## config.mk

```make
export PLATFORM = sky130hd
export DESIGN_NAME = uart_transmitter
export DESIGN_NICKNAME = d
export VERILOG_FILES = /design/src/rtl/uart_transmitter.sv
export SDC_FILE = /design/constraint.sdc
export NUM_CORES = 1
export LEC_CHECK = 0
export CORE_ASPECT_RATIO = 1.1
export CORE_UTILIZATION = 40
export DETAILED_ROUTE_END_ITERATION = 16
export GPL_TIMING_DRIVEN = 0
export HOLD_SLACK_MARGIN = 0.06
export PLACE_DENSITY = 0.56
export SYNTH_ARGS = -nofsm -noshare
export SYNTH_HDL_FRONTEND = slang
export SYNTH_SLANG_ARGS = --single-unit
```

## constraint.sdc

```tcl
create_clock -name clk -period 8.3 [get_ports clk]
set_input_delay 0.83 -clock clk [delete_from_list [all_inputs] [get_ports clk]]
set_output_delay 0.83 -clock clk [all_outputs]
set_load 0.02 [all_outputs]
```

## src/rtl/uart_transmitter.sv

```systemverilog
// uart_transmitter: 8N1 serial transmitter with a one-entry holding register for back-to-back frames.
module uart_transmitter #(
  parameter int FREQ      = 24_000_000,
  parameter int BAUD_RATE = 9600
) (
  input  logic       clk,
  input  logic       reset,
  input  logic       start,
  input  logic [7:0] DATA_byte,
  output logic       DATA_serial,
  output logic       ready,
  output logic       busy,
  output logic       done_tick
);
  localparam int CLKS_PER_BIT = FREQ / BAUD_RATE;
  localparam int CW = (CLKS_PER_BIT > 2) ? $clog2(CLKS_PER_BIT) : 1;
  localparam logic [CW-1:0] LAST = CW'(CLKS_PER_BIT - 1);
  typedef enum logic [1:0] {IDLE, START_BIT, DATA_TRANSFER, STOP_BIT} state_t;
  state_t state, state_d;
  logic [CW-1:0] clk_counter, cnt_d;
  logic [2:0] bit_index, idx_d;
  logic [7:0] shift, shift_d, hold, hold_d;
  logic hold_valid, hv_d, ser_d, last, accept;
  assign last   = clk_counter == LAST;
  assign accept = start && !hold_valid;
  always_ff @(posedge clk or posedge reset) begin
    if (reset) begin
      state       <= IDLE;
      clk_counter <= '0;
      bit_index   <= '0;
      shift       <= '0;
      hold        <= '0;
      hold_valid  <= 1'b0;
      DATA_serial <= 1'b1;
    end else begin
      state       <= state_d;
      clk_counter <= cnt_d;
      bit_index   <= idx_d;
      shift       <= shift_d;
      hold        <= hold_d;
      hold_valid  <= hv_d;
      DATA_serial <= ser_d;
    end
  end
  always_comb begin
    state_d = state;
    cnt_d   = last ? '0 : clk_counter + 1'b1;
    idx_d   = bit_index;
    shift_d = shift;
    hold_d  = hold;
    hv_d    = hold_valid;
    case (state)
      IDLE: begin
        cnt_d = '0;
        if (accept) begin
          state_d = START_BIT;
          shift_d = DATA_byte;
        end
      end
      START_BIT: if (last) begin
        idx_d   = '0;
        state_d = DATA_TRANSFER;
      end
      DATA_TRANSFER: if (last) begin
        idx_d   = bit_index + 1'b1;
        state_d = (bit_index == 3'd7) ? STOP_BIT : DATA_TRANSFER;
      end
      STOP_BIT: if (last) begin
        if (hold_valid) begin
          shift_d = hold;
          hv_d    = 1'b0;
          state_d = START_BIT;
        end else if (accept) begin
          shift_d = DATA_byte;
          state_d = START_BIT;
        end else begin
          state_d = IDLE;
        end
      end
      default: begin
        state_d = IDLE;
        cnt_d   = '0;
      end
    endcase
    // A byte arriving on the final stop edge with an empty holder goes straight to the shifter.
    if (state != IDLE && accept && !(state == STOP_BIT && last)) begin
      hold_d = DATA_byte;
      hv_d   = 1'b1;
    end
  end
  always_comb begin
    ser_d     = (state_d == START_BIT) ? 1'b0 : (state_d == DATA_TRANSFER) ? shift_d[idx_d] : 1'b1;
    ready     = !hold_valid;
    busy      = state != IDLE;
    done_tick = state == STOP_BIT && last;
  end
endmodule

```

==> results.cfg, run 1 <==
[status]
status = finished clean

[worst_setup_path]
cp.arrival_ps = 2530
r2r_start = clk_counter[0]$_DFF_PP0_
required_ps = 7470
worstSetupEndpoint = done_tick
rrSetupSlack_ps = 4940
r2r.worst_path.cells = 10
cp-end-kind = output port
crit_type = reg -> out
r2r-end = DATA_serial$_DFF_PP1_
cp_max_fo = 8
startpoint = clk_counter[0]$_DFF_PP0_
crit_path_start_kind = register

[floorplan]
die_area_sq_um = 6110
initial_core_util_pct = 42.4
die_h_microns = 81.9
dieWidth_microns = 74.6
boundaryPins = 15
coreArea_sq_um = 5470
core.rowCount = 28

[route]
routed_wl_microns = 5860
drt-pass1-iter-count = 5
vias = 1949
wl_per_cell_microns = 17.4
drt-vias-per-instance = 5.78
drtAntennaViolNets = 0
drt_iter0_markers = 117
drc = 0

[global_routing]
grt_overflow = 0
grt_max_degree = 36
grt_pass1_wl_microns = 9630
antenna_found_initial = 0
track_usage_pct = 21.4
grt_pass1_vias = 1890

[yosys]
ys_seq_elements = 35
synth_warnings = 0
synthCells = 240
ys.flop_type = dfrtp_1
synth_top_area_cell = dfrtp_1
synth_cell_types = 58
synth_top_area_share_pct = 36.7
synth-edff-count = 0
synth_area_leaders = dfrtp_1, mux2_2, ha_1, nand2_1, mux2i_1
ys_seq_area_share_pct = 37.8
syn_avg_cell_area_sq_um = 9.66
synth_nets = 259
synth-async-reset-ratio_pct = 100
synth_area_sq_um = 2320

[sta]
tightest_slew_ps = 898
fin_crit_sh_pct = 40.5
finalHoldViolCount = 0
finalWorstSetupSlack_ps = 4940
rsz0062_at_grt = no
finalSetupTns_ps = 0
max_freq_ghz = 0.297
slew_violations = 0
setup_viol = 0
finClkSkew_ps = 6.01
finalWorstPathRequiredPeriod_ps = 3360
slew_headroom_pct = 40.0

[clock_network]
cts_buffer_depth = 2
root_buffer = clkbuf_8
numCtsBuffers = 5
clkSlewWorstSetupHoldPaths_ps = 80
post_cts_resized = 0
cts_tree = built
h-tree-depth = 2
cts_hold_buffers = 0
cts_sinks = 35
clk_latency_ps = 290
cts_setup_buffers = 0

[worst_hold_path]
hold_path_class = reg -> reg

[power]
power_per_cell_area_nw_per_um2 = 157
pwr-share-comb_pct = 9.8
p_int_w = 0.000328
ir_drop_v = 0.000106
p_switching_w = 0.0000933
p_clk_share_pct = 44.3
p_seq_share_pct = 45.8
p_sw_share_pct = 22.2
power_leakage_nw = 1.16

[placed_design]
place_ws_ps = 4930
dpl.hpwl_microns = 4100
port_buffers = 14
gp_congestion = 0.881

[layout]
utilization_pct = 49.2
final_cell_mix = dfrtp_1, nand2_1, nor2_1
final_common_cell = dfrtp_1
layout-drive-gt1-share_pct = 15.3
area_growth_pct = 16.0
fillers = 560
n_antenna_cell = 0
nets = 280

[run]
drv_cap = 0
[power groups by stage]
stage	combinational (W)	clock, W	sequential [W]
final	0.0000415	0.000187	0.000193
after global routing	0.0000469	0.000197	0.000194
after CTS	0.0000420	0.000191	0.000193
after detailed placement	0.0000418	0	0.000196
after global placement	0.0000415	0	0.000196
after floorplan	0.0000294	0	0.000194
[state kept, by name (all words and copies together) (netlist names)]
register and flops:
state 2, shift 8, clk_counter 12, hold 8, hold_valid 1, DATA_serial 1, bit_index 3
[worst min path at each step]
stage               depth (start not counted)                     start  slack (ps)                        to
finish                                      1  clk_counter[0]$_DFF_PP0_         480  clk_counter[0]$_DFF_PP0_
global route                                1       hold[5]$_DFFE_PP0P_         530       hold[5]$_DFFE_PP0P_
CTS                                         1  clk_counter[0]$_DFF_PP0_         480  clk_counter[0]$_DFF_PP0_
detailed placement                          1  clk_counter[0]$_DFF_PP0_         470  clk_counter[0]$_DFF_PP0_
global placement                            1  clk_counter[0]$_DFF_PP0_         470  clk_counter[0]$_DFF_PP0_
floorplan                                   1  clk_counter[0]$_DFF_PP0_         450  clk_counter[0]$_DFF_PP0_
[per-stage QoR]
step | power (W) | instance area, sq um | cells | hold slack (ps)
final | 0.000421 | 2690 | 337 | 482
after global routing | 0.000438 | 2690 | 337 | 525
after CTS | 0.000426 | 2690 | 337 | 482
after detailed placement | 0.000238 | 2550 | 329 | 471
after global placement | 0.000237 | 2550 | 329 | 469
after floorplan | 0.000223 | 2320 | 240 | 447
[logic make-up after synthesis]
group,after synthesis,synth area share (%)
flip-flops,35,37.8
AO/OA/AOI/OAI,60,19.4
adder cells (fa/ha/maj),8,4.32
AND/OR/NAND/NOR,88,21.4
multiplexers,17,7.83
buffers and inverters,22,5.50
XOR/XNOR,10,3.78
[Yosys cell counts (all sizes together) (2+ instances only)]
library cell,count
dfrtp,34
nand2,26
nor2,21
nand3,15
inv,12
mux2,9
o21ai,9
a31oi,8
clkbuf,8
ha,8
mux2i,8
xor2,7
a22oi,6
a21oi,5
and3,5
a22o,4
nand4,4
nor2b,4
a211oi,3
a32oi,3
xnor2,3
a221oi,2
a2bb2oi,2
buf,2
nand2b,2
nor4b,2
o31ai,2
or4b,2
[layer usage]
metal	routed length [microns]	vias up	GRT usage, %
met3	251	7	4.17
met4	60	0	7.17
met2	2670	55	33.1
met5	0	-	0
li1	-	930	-
met1	2880	957	29.7
[worst max-delay path, cell delays in order (launching register included)]
cell and delay [ps]:
dfrtp_1 380, ha_1 240, nor4b_4 500, nand3_1 270, nor2_1 220, clkdlybuf4s50_1 630
[final cells by class]
class	instances	area, sq um	area share, %
Buffer	10	82.6	3.07
Clock buffer	5	68.8	2.56
Clock inverter	3	67.6	2.51
Inverter	12	45.0	1.68
Multi-Input combinational cell	183	1310	48.9
Sequential cell	35	877	32.6
Tap cell	75	93.8	3.49
Timing Repair Buffer	14	140	5.21
(Power assumes the default switching activity.)
==> run 2: changes to the inputs <==
clock period = 3.3 ns   (was 8.3 ns; I/O delays follow)
==> run 2 against run 1 <==
Worst hold slack is essentially flat. Sequential cell count is the same. Critical endpoint is now DATA_serial$_DFF_PP1_. Critical path type is now reg -> reg. Largest cell class unchanged. Clock skew grew 0.67 ps.
==> results.cfg, run 2 (synthesis gave the netlist of run 1 again) <==
[status]
status = finished clean

[sta]
tightest_slew_ps = 904
finalWorstPathRequiredPeriod_ps = 3050
setup_viol = 0
slew_headroom_pct = 39.6
fin_crit_sh_pct = 92.4
max_freq_ghz = 0.328
slew_violations = 0
finalHoldViolCount = 0
rsz0062_at_grt = no
finClkSkew_ps = 6.67

[floorplan]
die_area_sq_um = 6110
coreArea_sq_um = 5470
boundaryPins = 15
dieWidth_microns = 74.6
die_h_microns = 81.9
core.rowCount = 28
initial_core_util_pct = 42.4

[worst_setup_path]
r2r_start = clk_counter[6]$_DFF_PP0_
crit_chain = and3_1 > clkbuf_2 > nand3_1 > ha_1 > or2b_2 > a31o_2 > inv_1 > a211oi_1 > o41a_1 > a32oi_1
required_ps = 3490
critPathMaxStageDelay_ps = 420
startpoint = clk_counter[6]$_DFF_PP0_
cp_top_family = compound AO/OA/AOI/OAI gates
cp_max_fo = 10
crit_type = reg -> reg
cp.arrival_ps = 3240
crit_path_start_kind = register
cp-end-kind = register
path_buf_inv = 2
crit_slowest_cell = dfrtp_1

[power]
total_power_w = 0.00106
power_leakage_nw = 1.18
power_per_cell_area_nw_per_um2 = 390
ir_drop_v = 0.000265

[worst_hold_path]
hold_path_class = reg -> reg
min_from = clk_counter[0]$_DFF_PP0_

[placed_design]
gp_congestion = 0.881
dpl.hpwl_microns = 4100
port_buffers = 14

[layout]
largest_reg_flops = 12
layout-drive-gt1-share_pct = 16.6
final_common_cell = dfrtp_1
utilization_pct = 49.6
top_regs = clk_counter: 12 flops, hold: 8 flops, shift: 8 flops
nets = 283
fillers = 558
area_growth_pct = 17.0
register_area_sq_um = 877
multi_input_area_sq_um = 1310
final_cell_mix = dfrtp_1, nand2_1, nor2_1
top_register = clk_counter
n_antenna_cell = 0

[route]
drt-pass1-iter-count = 5
wl_per_cell_microns = 17.4
drt_iter0_markers = 106
routed_wl_microns = 5920
drtAntennaViolNets = 0
vias = 1991
drc = 0
drt-vias-per-instance = 5.86

[clock_network]
cts_tree = built
cts_hold_buffers = 0
h-tree-depth = 2
root_buffer = clkbuf_8
cts_buffer_depth = 2
numCtsBuffers = 5
cts_sinks = 35
clk_latency_ps = 290
clkSlewWorstSetupHoldPaths_ps = 80

[run]
drv_cap = 0

[global_routing]
grt_overflow = 0
antenna_found_initial = 0
track_usage_pct = 21.5
grt_pass1_wl_microns = 9670
grt_pass1_vias = 1894
grt_max_degree = 36
==> run 2: timing repair <==
item / CTS / global route
endpoints found under the setup margin: 1 / 1
setup buffers: 1 / 2
endpoints found under the hold margin: 0 / 0
gates cloned: 0 / 0
gates resized for setup: 0 / 2
pin swaps: 0 / 1
==> run 2: area by class of cell <==
type,instances,area share [%]
multi-input cells,183,48.4
plain buffers,10,3.09
well taps,75,3.46
repair buffers,17,6.00
inverters,12,1.66
flip-flops and latches,35,32.3
clock inverters,3,2.49
clock buffers,5,2.54
==> run 2: where the power goes <==
group,internal [W],switching [W],total (W)
sequential,0.000466,0.0000198,0.000485
combinational,0.0000573,0.0000466,0.000104
clock,0.000301,0.000168,0.000469
total,0.000824,0.000234,0.00106
==> run 2: worst paths after layout <==
check                      slack [ps]  cells past startpoint                        to
max                               250                     10     DATA_serial$_DFF_PP1_
max in group asynchronous        2340                      2    bit_index[0]$_DFF_PP0_
min in group asynchronous         490                      2       hold[2]$_DFFE_PP0P_
min                               480                      1  clk_counter[0]$_DFF_PP0_
max reg2reg                       250                     10     DATA_serial$_DFF_PP1_
min reg2reg                       480                      1  clk_counter[0]$_DFF_PP0_
==> run 2: through the flow <==
| stage | setup TNS [ps] | hold WS [ps] | instances | setup slack (ps) | instance area [sq um] |
|---|---|---|---|---|---|
| finish | 0 | 482 | 340 | 251 | 2710 |
| detailed placement | -65.2 | 471 | 329 | -65.2 | 2550 |
| CTS | 0 | 482 | 338 | 4.70 | 2700 |
| global placement | -48.2 | 469 | 329 | -48.2 | 2550 |
| floorplan | 0 | 447 | 240 | 604 | 2320 |
| global route | 0 | 525 | 340 | 134 | 2710 |
==> run 2: metal layers <==
layer,GRT usage (%),vias to the layer above,part of all wire (%)
met1,29.8,992,50
met5,0,-,0
met4,7.17,0,0.61
li1,-,935,-
met3,4.17,4,3.5
met2,33.2,60,46
==> run 3: changes to the inputs <==
MAX_ROUTING_LAYER = met4   (was unset)
==> run 3 against run 2 <==
Power increased by 0.19%. Critical path depth unchanged. Global-route usage up 0.64 points. First-iteration DRC count grew 6.6%. Critical endpoint unchanged. Largest power group unchanged. Highest routed layer unchanged.
==> results.cfg, run 3 (synthesis gave the netlist of run 1 again) <==
[sta]
rsz0062_at_grt = no
finalHoldViolCount = 0
fin_crit_sh_pct = 92.4
setup_viol = 0
slew_violations = 0
finClkSkew_ps = 6.15
slew_headroom_pct = 44.4
finalWorstPathRequiredPeriod_ps = 3050
tightest_slew_ps = 832
max_freq_ghz = 0.328

[worst_setup_path]
cp_max_fo = 10
critPathMaxStageDelay_ps = 420
cp-end-kind = register
crit_path_start_kind = register
crit_type = reg -> reg
required_ps = 3500
crit_slowest_cell = dfrtp_1
crit_chain = and3_1 > clkbuf_2 > nand3_1 > ha_1 > or2b_2 > a31o_2 > inv_1 > a211oi_1 > o41a_1 > a32oi_1
cp.arrival_ps = 3240

[global_routing]
grt_pass1_vias = 1887
antenna_found_initial = 0
grt_overflow = 0
grt_max_degree = 36
grt_pass1_wl_microns = 9670
track_usage_pct = 22.1

[power]
pwr-share-comb_pct = 9.8
ir_drop_v = 0.000266
power_per_cell_area_nw_per_um2 = 391
power_leakage_nw = 1.18
p_switching_w = 0.000236
p_int_w = 0.000824
p_seq_share_pct = 45.7
p_clk_share_pct = 44.5
p_sw_share_pct = 22.3

[floorplan]
die_area_sq_um = 6110
coreArea_sq_um = 5470
die_h_microns = 81.9
dieWidth_microns = 74.6
boundaryPins = 15
core.rowCount = 28
initial_core_util_pct = 42.4

[placed_design]
dpl-instance-area_sq_um = 2550
gp_congestion = 0.895
dpl.hpwl_microns = 4100
port_buffers = 14
place_inst = 329

[layout]
largest_reg_flops = 12
top_register = clk_counter
final_area_sq_um = 2710
fin_cells = 340
final_common_cell = dfrtp_1
layout-drive-gt1-share_pct = 16.6
final_cell_mix = dfrtp_1, nand2_1, nor2_1
top_regs = clk_counter: 12 flops, hold: 8 flops, shift: 8 flops
nets = 283
area_growth_pct = 17.0
n_antenna_cell = 0

[clock_network]
cts_tree = built
clkSlewWorstSetupHoldPaths_ps = 80
cts_buffer_depth = 2
cts_hold_buffers = 0
root_buffer = clkbuf_8
cts_sinks = 35
clk_latency_ps = 290
numCtsBuffers = 5
h-tree-depth = 2

[run]
drv_cap = 0

[route]
top_layer = met4
drt-vias-per-instance = 5.82
wl_per_cell_microns = 17.4
vias = 1979
drc = 0
routed_wl_microns = 5910
drtAntennaViolNets = 0
met1_length_microns = 2830
drt-pass1-iter-count = 4
met2_length_microns = 2700
drt_iter0_markers = 113
dr_wl_met3_microns = 309

[worst_hold_path]
hold_path_class = in -> async

[status]
status = finished clean
-- run 3: cell counts in the layout (fill, tap and decap cells not counted) --
Identical to the previous run, type by type.
-- run 3: final timing paths --
path / slack [ps] / endpoint / startpoint / depth (start not counted)
hold / removal: 480 / hold[2]$_DFFE_PP0P_ / reset / 2
setup reg to reg: 250 / DATA_serial$_DFF_PP1_ / clk_counter[6]$_DFF_PP0_ / 10
setup / recovery: 250 / DATA_serial$_DFF_PP1_ / clk_counter[6]$_DFF_PP0_ / 10
min in group clk: 480 / clk_counter[0]$_DFF_PP0_ / clk_counter[0]$_DFF_PP0_ / 1
hold reg to reg: 480 / clk_counter[0]$_DFF_PP0_ / clk_counter[0]$_DFF_PP0_ / 1
max in group asynchronous: 2340 / bit_index[2]$_DFF_PP0_ / reset / 2
-- run 3: power groups by stage --
stage / Sequential, W / Combinational (W) / Clock, W
floorplan: 0.000487 / 0.0000740 / 0
global placement: 0.000492 / 0.000104 / 0
detailed placement: 0.000494 / 0.000105 / 0
CTS: 0.000485 / 0.000106 / 0.000480
global route: 0.000489 / 0.000118 / 0.000496
finish: 0.000485 / 0.000104 / 0.000472
-- run 3: worst max-delay path, delay by kind of cell, from the launching register on --
| family | cells | cell delay [ps] |
|---|---|---|
| fa+ha+maj | 1 | 310 |
| flops | 1 | 420 |
| compound gates | 4 | 1030 |
| simple gates | 3 | 700 |
| buf+inv | 2 | 490 |
-- run 3: what timing repair did --
action / CTS / global route
setup buffers: 1 / 2
pin swaps: 0 / 1
resized for setup: 0 / 2
gates cloned: 0 / 0
endpoints found under the setup margin: 1 / 1
-- run 3: per-layer routing --
layer | GRT usage [%] | vias to the layer above
met4 | 7.17 | 0
met2 | 33.0 | 63
met1 | 30.0 | 971
met3 | 4.17 | 7
li1 | - | 938
met5 | - | -
-- run 3: stage by stage --
step	util, %	power (W)	hold WS, ps	TNS [ps]	worst slack, ps
finish	49.6	0.00106	482	0	251
detailed placement	46.7	0.000599	471	-65.2	-65.2
global placement	46.7	0.000596	469	-48.2	-48.2
floorplan	-	0.000561	447	0	604
CTS	49.3	0.00107	482	0	4.70
global route	49.6	0.00110	525	0	134
-- run 3: cell type report --
type | instances | area, sq um
buffer | 10 | 83.8
clock buffer | 5 | 68.8
fill | 558 | 2750
timing repair buffer | 17 | 163
clock inverter | 3 | 67.6
multi-input combinational | 183 | 1310
sequential | 35 | 877
tap | 75 | 93.8
inverter | 12 | 45.0
